### config.mk
export PLATFORM = sky130hd
export DESIGN_NAME = fetch_controller
export DESIGN_NICKNAME = d
export VERILOG_FILES = /design/src/rtl/fetch_controller.sv
export SDC_FILE = /design/constraint.sdc
export NUM_CORES = 1
export LEC_CHECK = 0
export CAP_MARGIN = 20
export CORE_UTILIZATION = 41
export DETAILED_ROUTE_END_ITERATION = 10
export PLACE_DENSITY = 0.78
export SKIP_LAST_GASP = 1
export SYNTH_ARGS = -nofsm -noshare
export SYNTH_HDL_FRONTEND = slang
export SYNTH_SLANG_ARGS = --single-unit
### constraint.sdc
create_clock -name clk -period 1.85 [get_ports clk]
set_input_delay 0.37 -clock clk [delete_from_list [all_inputs] [get_ports clk]]
set_output_delay 0.37 -clock clk [all_outputs]
set_load 0.02 [all_outputs]
### src/rtl/fetch_controller.sv
// Instruction fetch sequencer: owns the PC, issues one imem request at a
// time, and holds each returned word for decode until it is accepted.
module fetch_controller #(
  parameter int              XLEN     = 32,
  parameter logic [XLEN-1:0] RESET_PC = '0
) (
  input  logic            clk,
  input  logic            reset,
  output logic            imem_req_valid,
  input  logic            imem_req_ready,
  output logic [XLEN-1:0] imem_req_addr,
  input  logic            imem_resp_valid,
  input  logic [XLEN-1:0] imem_resp_data,
  output logic            inst_valid,
  input  logic            inst_ready,
  output logic [XLEN-1:0] inst_data,
  output logic [XLEN-1:0] inst_pc,
  input  logic            redirect_valid,
  input  logic [XLEN-1:0] redirect_pc,
  input  logic            halt,
  output logic [XLEN-1:0] pc,
  output logic [31:0]     fetch_count
);

  typedef enum logic [1:0] {
    S_REQ,
    S_WAIT,
    S_HOLD
  } state_t;

  state_t          r_state, w_state_n;
  logic [XLEN-1:0] r_pc, w_pc_n;
  logic            r_inst_valid, w_inst_valid_n;
  logic [XLEN-1:0] r_inst_data, w_inst_data_n;
  logic [XLEN-1:0] r_inst_pc, w_inst_pc_n;
  logic            r_squash, w_squash_n;
  logic [31:0]     r_count, w_count_n;
  logic [XLEN-1:0] w_tgt;
  logic            w_req_fire;

  assign w_tgt = redirect_pc & ~XLEN'(3);

  // Gated by reset so no request is visible while held in reset.
  assign imem_req_valid = reset & (r_state == S_REQ)
                        & ~halt & ~redirect_valid;
  assign w_req_fire     = imem_req_valid & imem_req_ready;

  assign imem_req_addr = r_pc;
  assign pc            = r_pc;
  assign inst_valid    = r_inst_valid;
  assign inst_data     = r_inst_data;
  assign inst_pc       = r_inst_pc;
  assign fetch_count   = r_count;

  always_comb begin
    w_state_n      = r_state;
    w_pc_n         = r_pc;
    w_inst_valid_n = r_inst_valid;
    w_inst_data_n  = r_inst_data;
    w_inst_pc_n    = r_inst_pc;
    w_squash_n     = r_squash;
    w_count_n      = r_count;
    unique case (r_state)
      S_REQ: begin
        if (redirect_valid) begin
          w_pc_n = w_tgt;
        end else if (w_req_fire) begin
          w_state_n = S_WAIT;
        end
      end
      S_WAIT: begin
        if (imem_resp_valid) begin
          w_squash_n = 1'b0;
          if (redirect_valid) begin
            w_pc_n    = w_tgt;
            w_state_n = S_REQ;
          end else if (r_squash) begin
            w_state_n = S_REQ;
          end else begin
            w_inst_data_n  = imem_resp_data;
            w_inst_pc_n    = r_pc;
            w_pc_n         = r_pc + XLEN'(4);
            w_inst_valid_n = 1'b1;
            w_state_n      = S_HOLD;
          end
        end else if (redirect_valid) begin
          // Response still owed by memory; mark it stale.
          w_pc_n     = w_tgt;
          w_squash_n = 1'b1;
        end
      end
      S_HOLD: begin
        if (inst_ready) begin
          w_count_n      = r_count + 32'd1;
          w_inst_valid_n = 1'b0;
          w_state_n      = S_REQ;
          if (redirect_valid) begin
            w_pc_n = w_tgt;
          end
        end else if (redirect_valid) begin
          w_inst_valid_n = 1'b0;
          w_pc_n         = w_tgt;
          w_state_n      = S_REQ;
        end
      end
      default: begin
        w_state_n = S_REQ;
      end
    endcase
  end

  always_ff @(posedge clk or negedge reset) begin
    if (!reset) begin
      r_state      <= S_REQ;
      r_pc         <= RESET_PC;
      r_inst_valid <= 1'b0;
      r_inst_data  <= '0;
      r_inst_pc    <= '0;
      r_squash     <= 1'b0;
      r_count      <= '0;
    end else begin
      r_state      <= w_state_n;
      r_pc         <= w_pc_n;
      r_inst_valid <= w_inst_valid_n;
      r_inst_data  <= w_inst_data_n;
      r_inst_pc    <= w_inst_pc_n;
      r_squash     <= w_squash_n;
      r_count      <= w_count_n;
    end
  end

endmodule

# Word level (Yosys, flattened, before mapping)
# Index checks and enable logic that the tools add are counted.
# op_classes
n_addsub	2
eq_ne	9
n_mux	21
bitwise_logic	7
reduce_logical	11
# op_table
cell	n
32-bit two-way mux	4
32-bit one-hot mux with 2 select lines	1
32-bit by 1-bit adder with 32-bit output (second input constant)	1
32-bit by 3-bit adder with 32-bit output (second input constant)	1
2-bit two-way mux	7
2-bit != test (second input constant)	5
4-bit AND reduction	2
1-bit two-way mux	7
2-bit one-hot mux with 3 select lines	1
2-bit AND reduction	3
2-bit nonzero test	3
5-bit AND reduction	1
1-bit AND	4
4-bit != test (second input constant)	1
3-bit != test (second input constant)	1
1-bit NOT	3
2-bit by 1-bit equality test with 1-bit output (second input constant)	1
2-bit equality test (second input constant)	1
2-bit zero test	1
1-bit one-hot mux with 2 select lines	1
2-bit OR reduction	1
# word_totals
ff_bits	132
in_bits	71
out_inout_bits	162
word_cells	57

# Logic depth before layout (Yosys ltp)
# depth
ltp_word	8
depth_mapped	8
depth_no_buf	6

# Worst setup path before layout
# Ideal clock, no wire load.
# synth_path
path_kind	register to register
from	register r_pc[2] (netlist: imem_req_addr[2])
to	register r_pc[28] (netlist: imem_req_addr[28])
setup_time_ps	69
arrival_time_ps	1826
required_time_ps	1781
path_slack_ps	-45
path_stages_with_launch	7
path_buffers	0
synth_period_minus_slack_ps	1895
cell_sequence	dfrtp_1 -> ha_1 -> nand2_1 -> nor4_4 -> nand2_1 -> or4_1 -> nand3_1
# synth_via
elab_chain_cells	5
# synth_rtl
element	line	rtl
from (decl)	32	logic [XLEN-1:0] r_pc, w_pc_n;
from (signal assigned)	123	r_pc <= w_pc_n;
32-bit by 3-bit adder with 32-bit output	82	w_pc_n = r_pc + XLEN'(4);
32-bit two-way mux	77	end else if (r_squash) begin
32-bit two-way mux	74	if (redirect_valid) begin
32-bit two-way mux	72	if (imem_resp_valid) begin
32-bit one-hot mux with 2 select lines	63	unique case (r_state)
# Every way passes these cells. The select of a mux whose other input is x is not followed.
# A chain may end at the register's enable or synchronous reset.

# Worst setup path after layout
# layout_path
from	register r_state[0]
to	output imem_req_valid
# layout_via
elab_chain_cells	4
# layout_rtl
element	line	rtl
from (decl)	31	state_t r_state, w_state_n;
from (signal assigned)	122	r_state <= w_state_n;
2-bit zero test	44	assign imem_req_valid = reset & (r_state == S_REQ)
1-bit AND	44	
1-bit AND (2 in series)	45	& ~halt & ~redirect_valid;
to (decl)	9	output logic imem_req_valid,
# Every way passes these cells.

==> flow_metrics.env <==
export IMPL_layout_common_cells="clkdlybuf4s50_1, dfrtp_1, buf_4"
export IMPL_core_area_um2=15100
export IMPL_final_net_count=903
export IMPL_post_route_min_period_ps=1840
export IMPL_dp_cells=996
export IMPL_maxSlewHeadroom=0.503
export IMPL_path_delay_family="flip-flops"
export IMPL_path_buf_inv=2
export IMPL_rows=45
export IMPL_dp_hpwl_um=12700
export IMPL_area_delta_synth_final_pct=55.1
export IMPL_cts_sinks=132
export IMPL_grt_max_degree=133
export IMPL_chipHeight_um=126
export IMPL_firstDrtPassIters=4
export IMPL_synth_edf_count=0
export IMPL_outcome="finished clean"
export IMPL_period_share=0.995
export IMPL_power_density_nw_per_um2=1120
export IMPL_slew_violations=0
export IMPL_finalHoldViolCount=0
export IMPL_combPwrFrac=0.317
export IMPL_syn_nets=625
export IMPL_critPathLaunchType="flop"
export IMPL_ios=233
export IMPL_critPathMaxFanout=8
export IMPL_clock_tree_root_cell="clkbuf_16"
export IMPL_cp_common_cell="buf_4"
export IMPL_path_cells="buf_4, nor4_2, buf_4"
export IMPL_rsz0062_at_grt="yes"
export IMPL_fin_skew_ps=9.71
export IMPL_peakVddDrop_mv=0.584
export IMPL_final_common_cell="clkdlybuf4s50_1"
export IMPL_holdWs_ps=33.4
export IMPL_worst_hold_path_type="in2async"
export IMPL_drt_iter0_drc=330
export IMPL_ys_warn_count=0
export IMPL_via_per_inst=5.28
export IMPL_cp_arrival_ps=1470
export IMPL_fin_ws_ps=9.53
export IMPL_htreeDepth=4
export IMPL_wirelength_um=17600
export IMPL_final_cells=1031
export IMPL_antenna_found_initial=0
export IMPL_grt_pass1_wl_um=28200
export IMPL_floorplan_initialDensity=0.418
export IMPL_critPathKind="reg2out"
export IMPL_p_sw_w=0.00339
export IMPL_rrSetupSlack_ps=30
export IMPL_wl_per_cell_um=17.0
export IMPL_path_clk_slew_ps=60
export IMPL_internal_power_w=0.00761
export IMPL_drv_cap=0
export IMPL_ys_seq_area_frac=0.522
export IMPL_vias=5442
export IMPL_synth_distinct_cells=59
export IMPL_swShare=0.308
export IMPL_numPortBuffers=230
export IMPL_ant_nets=0
export IMPL_grt_util_all_layers=0.226
export IMPL_required_ps=1480
export IMPL_synth_async_reset_ratio=1.00
export IMPL_p_seq_frac=0.353
export IMPL_antennaDiodeCount=0
export IMPL_drive_above_1_share=0.265
export IMPL_ys_ff_latch=132
export IMPL_clk_latency_ps=420
export IMPL_cts_buffers=17
export IMPL_avgSynthCellArea_um2=11.5
export IMPL_fmax_mhz=543
export IMPL_die_area_um2=15900
export IMPL_ys_flop_type="dfrtp_1"
export IMPL_place_ws_ps=-422
export IMPL_overflow=0
export IMPL_power_leakage_nw=4.69
export IMPL_die_w_um=126
export IMPL_max_stage_delay_ps=470
export IMPL_gp_congestion=0.861
export IMPL_syn_inst=552
export IMPL_clockBufferDepth=2
export IMPL_slowest_stage="dfrtp_2"
export IMPL_endpoint_kind="output pin"
export IMPL_clkPwrFrac=0.329
export IMPL_grt_pass1_vias=5528
export IMPL_route_detailed_drc=0
export IMPL_syn_area_um2=6330
export IMPL_setup_violations=0
export IMPL_cts_tree="built"
export IMPL_worst_pin_slew_ps=745
==> flip-flops by register name, indices dropped and copies added, names as in the netlist <==
name,count
fetch_count,32
imem_req_addr,32
inst_data,32
inst_pc,32
r_state,2
inst_valid,1
r_squash,1
==> power by group through the flow <==
stage	combinational, W	sequential (W)	clock, W
floorplan	0.000935	0.00471	0
global placement	0.00354	0.00389	0
detailed placement	0.00361	0.00394	0
CTS	0.00351	0.00389	0.00369
global route	0.00368	0.00397	0.00382
finish	0.00349	0.00389	0.00363
==> worst paths after layout <==
| path | startpoint | endpoint | depth (start not counted) |
|---|---|---|---|
| min in group clk | reset | r_state[0] | 4 |
| max | r_state[0] | imem_req_valid | 3 |
| max in group asynchronous | reset | imem_req_addr[11] | 2 |
| min | reset | fetch_count[9] | 2 |
| min reg2reg | fetch_count[31] | fetch_count[31] | 1 |
| max reg2reg | r_state[0] | imem_req_addr[31] | 6 |
==> cells in the mapped netlist, types with 2 or more instances <==
cell type    n  area share
mux2i_1      8       0.013
a31oi_1      2      0.0020
nand3_1     26       0.021
nand2_1     38       0.023
xnor2_1     23       0.032
and3_1      11       0.011
a32o_1       2      0.0032
buf_1        2      0.0012
nor4_2       4      0.0079
and4_1       3      0.0042
o211ai_1     4      0.0047
and2_1       3      0.0030
dfrtp_1    132        0.52
buf_6        3      0.0053
a2bb2oi_1    4      0.0055
nor3_1       2      0.0016
nand2b_1     2      0.0020
nor4_4       2      0.0067
a21o_1       3      0.0036
inv_1        6      0.0036
xor2_1       8       0.011
nand4b_1     3      0.0042
or2_2        2      0.0020
o21ai_0      8      0.0063
ha_1         2      0.0040
nand4_1     17       0.017
a41oi_1      2      0.0028
nand4_2      2      0.0040
clkbuf_1     8      0.0047
nand3_2      3      0.0047
buf_4       34       0.040
or4_1        3      0.0036
nor2_1      29       0.017
buf_2       11      0.0087
mux2_2      65        0.12
o22ai_1     19       0.019
nor4_1       2      0.0020
nor2b_1      3      0.0030
a21oi_1     30       0.024
a41o_1       2      0.0032
==> stage by stage <==
stage / utilization / area (µm²) / power, W / TNS (ps)
floorplan: - / 6330 / 0.00565 / 0
global placement: 0.604 / 9150 / 0.00744 / -22280
detailed placement: 0.604 / 9150 / 0.00754 / -26680
CTS: 0.640 / 9700 / 0.0111 / -153
global route: 0.648 / 9820 / 0.0115 / -497
finish: 0.648 / 9820 / 0.0110 / 0
==> worst reg2reg max path: cells and delay by family (launching register included) <==
| kind | cells | cell delay (ps) |
|---|---|---|
| buf+inv | 1 | 160 |
| flops | 1 | 450 |
| simple gates | 5 | 1150 |
==> kinds of logic after synthesis <==
family / synth area share
buffers and inverters: 0.0646
and+or+nand+nor: 0.146
AOI/OAI and AO/OA: 0.0921
muxes: 0.128
DFF: 0.522
xor gates and xnor gates: 0.0429
adders and majority gates: 0.00395
==> per-layer routing <==
metal	routed length, µm	vias to the layer above	GRT usage
li1	-	2537	-
met5	0	-	0
met4	274	0	0.0765
met3	1170	23	0.0620
met1	7370	2649	0.286
met2	8740	233	0.372
==> cell type report <==
cell class                 instances  area, µm²
timing repair buffer             318       2930
inverter                           6       22.5
multi-input combinational        355       2680
clock buffer                      18        439
tap                              188        235
clock inverter                    14        201
sequential                       132       3310
fill                            1143       5330
==> what timing repair did <==
action,4_1_cts,5_1_grt
hold buffers,0,0
resized for setup,80,36
pin swaps,0,7
setup endpoints to repair,81,38
buffers inserted,0,3
No activity file was read; power rests on OpenSTA's default activity.
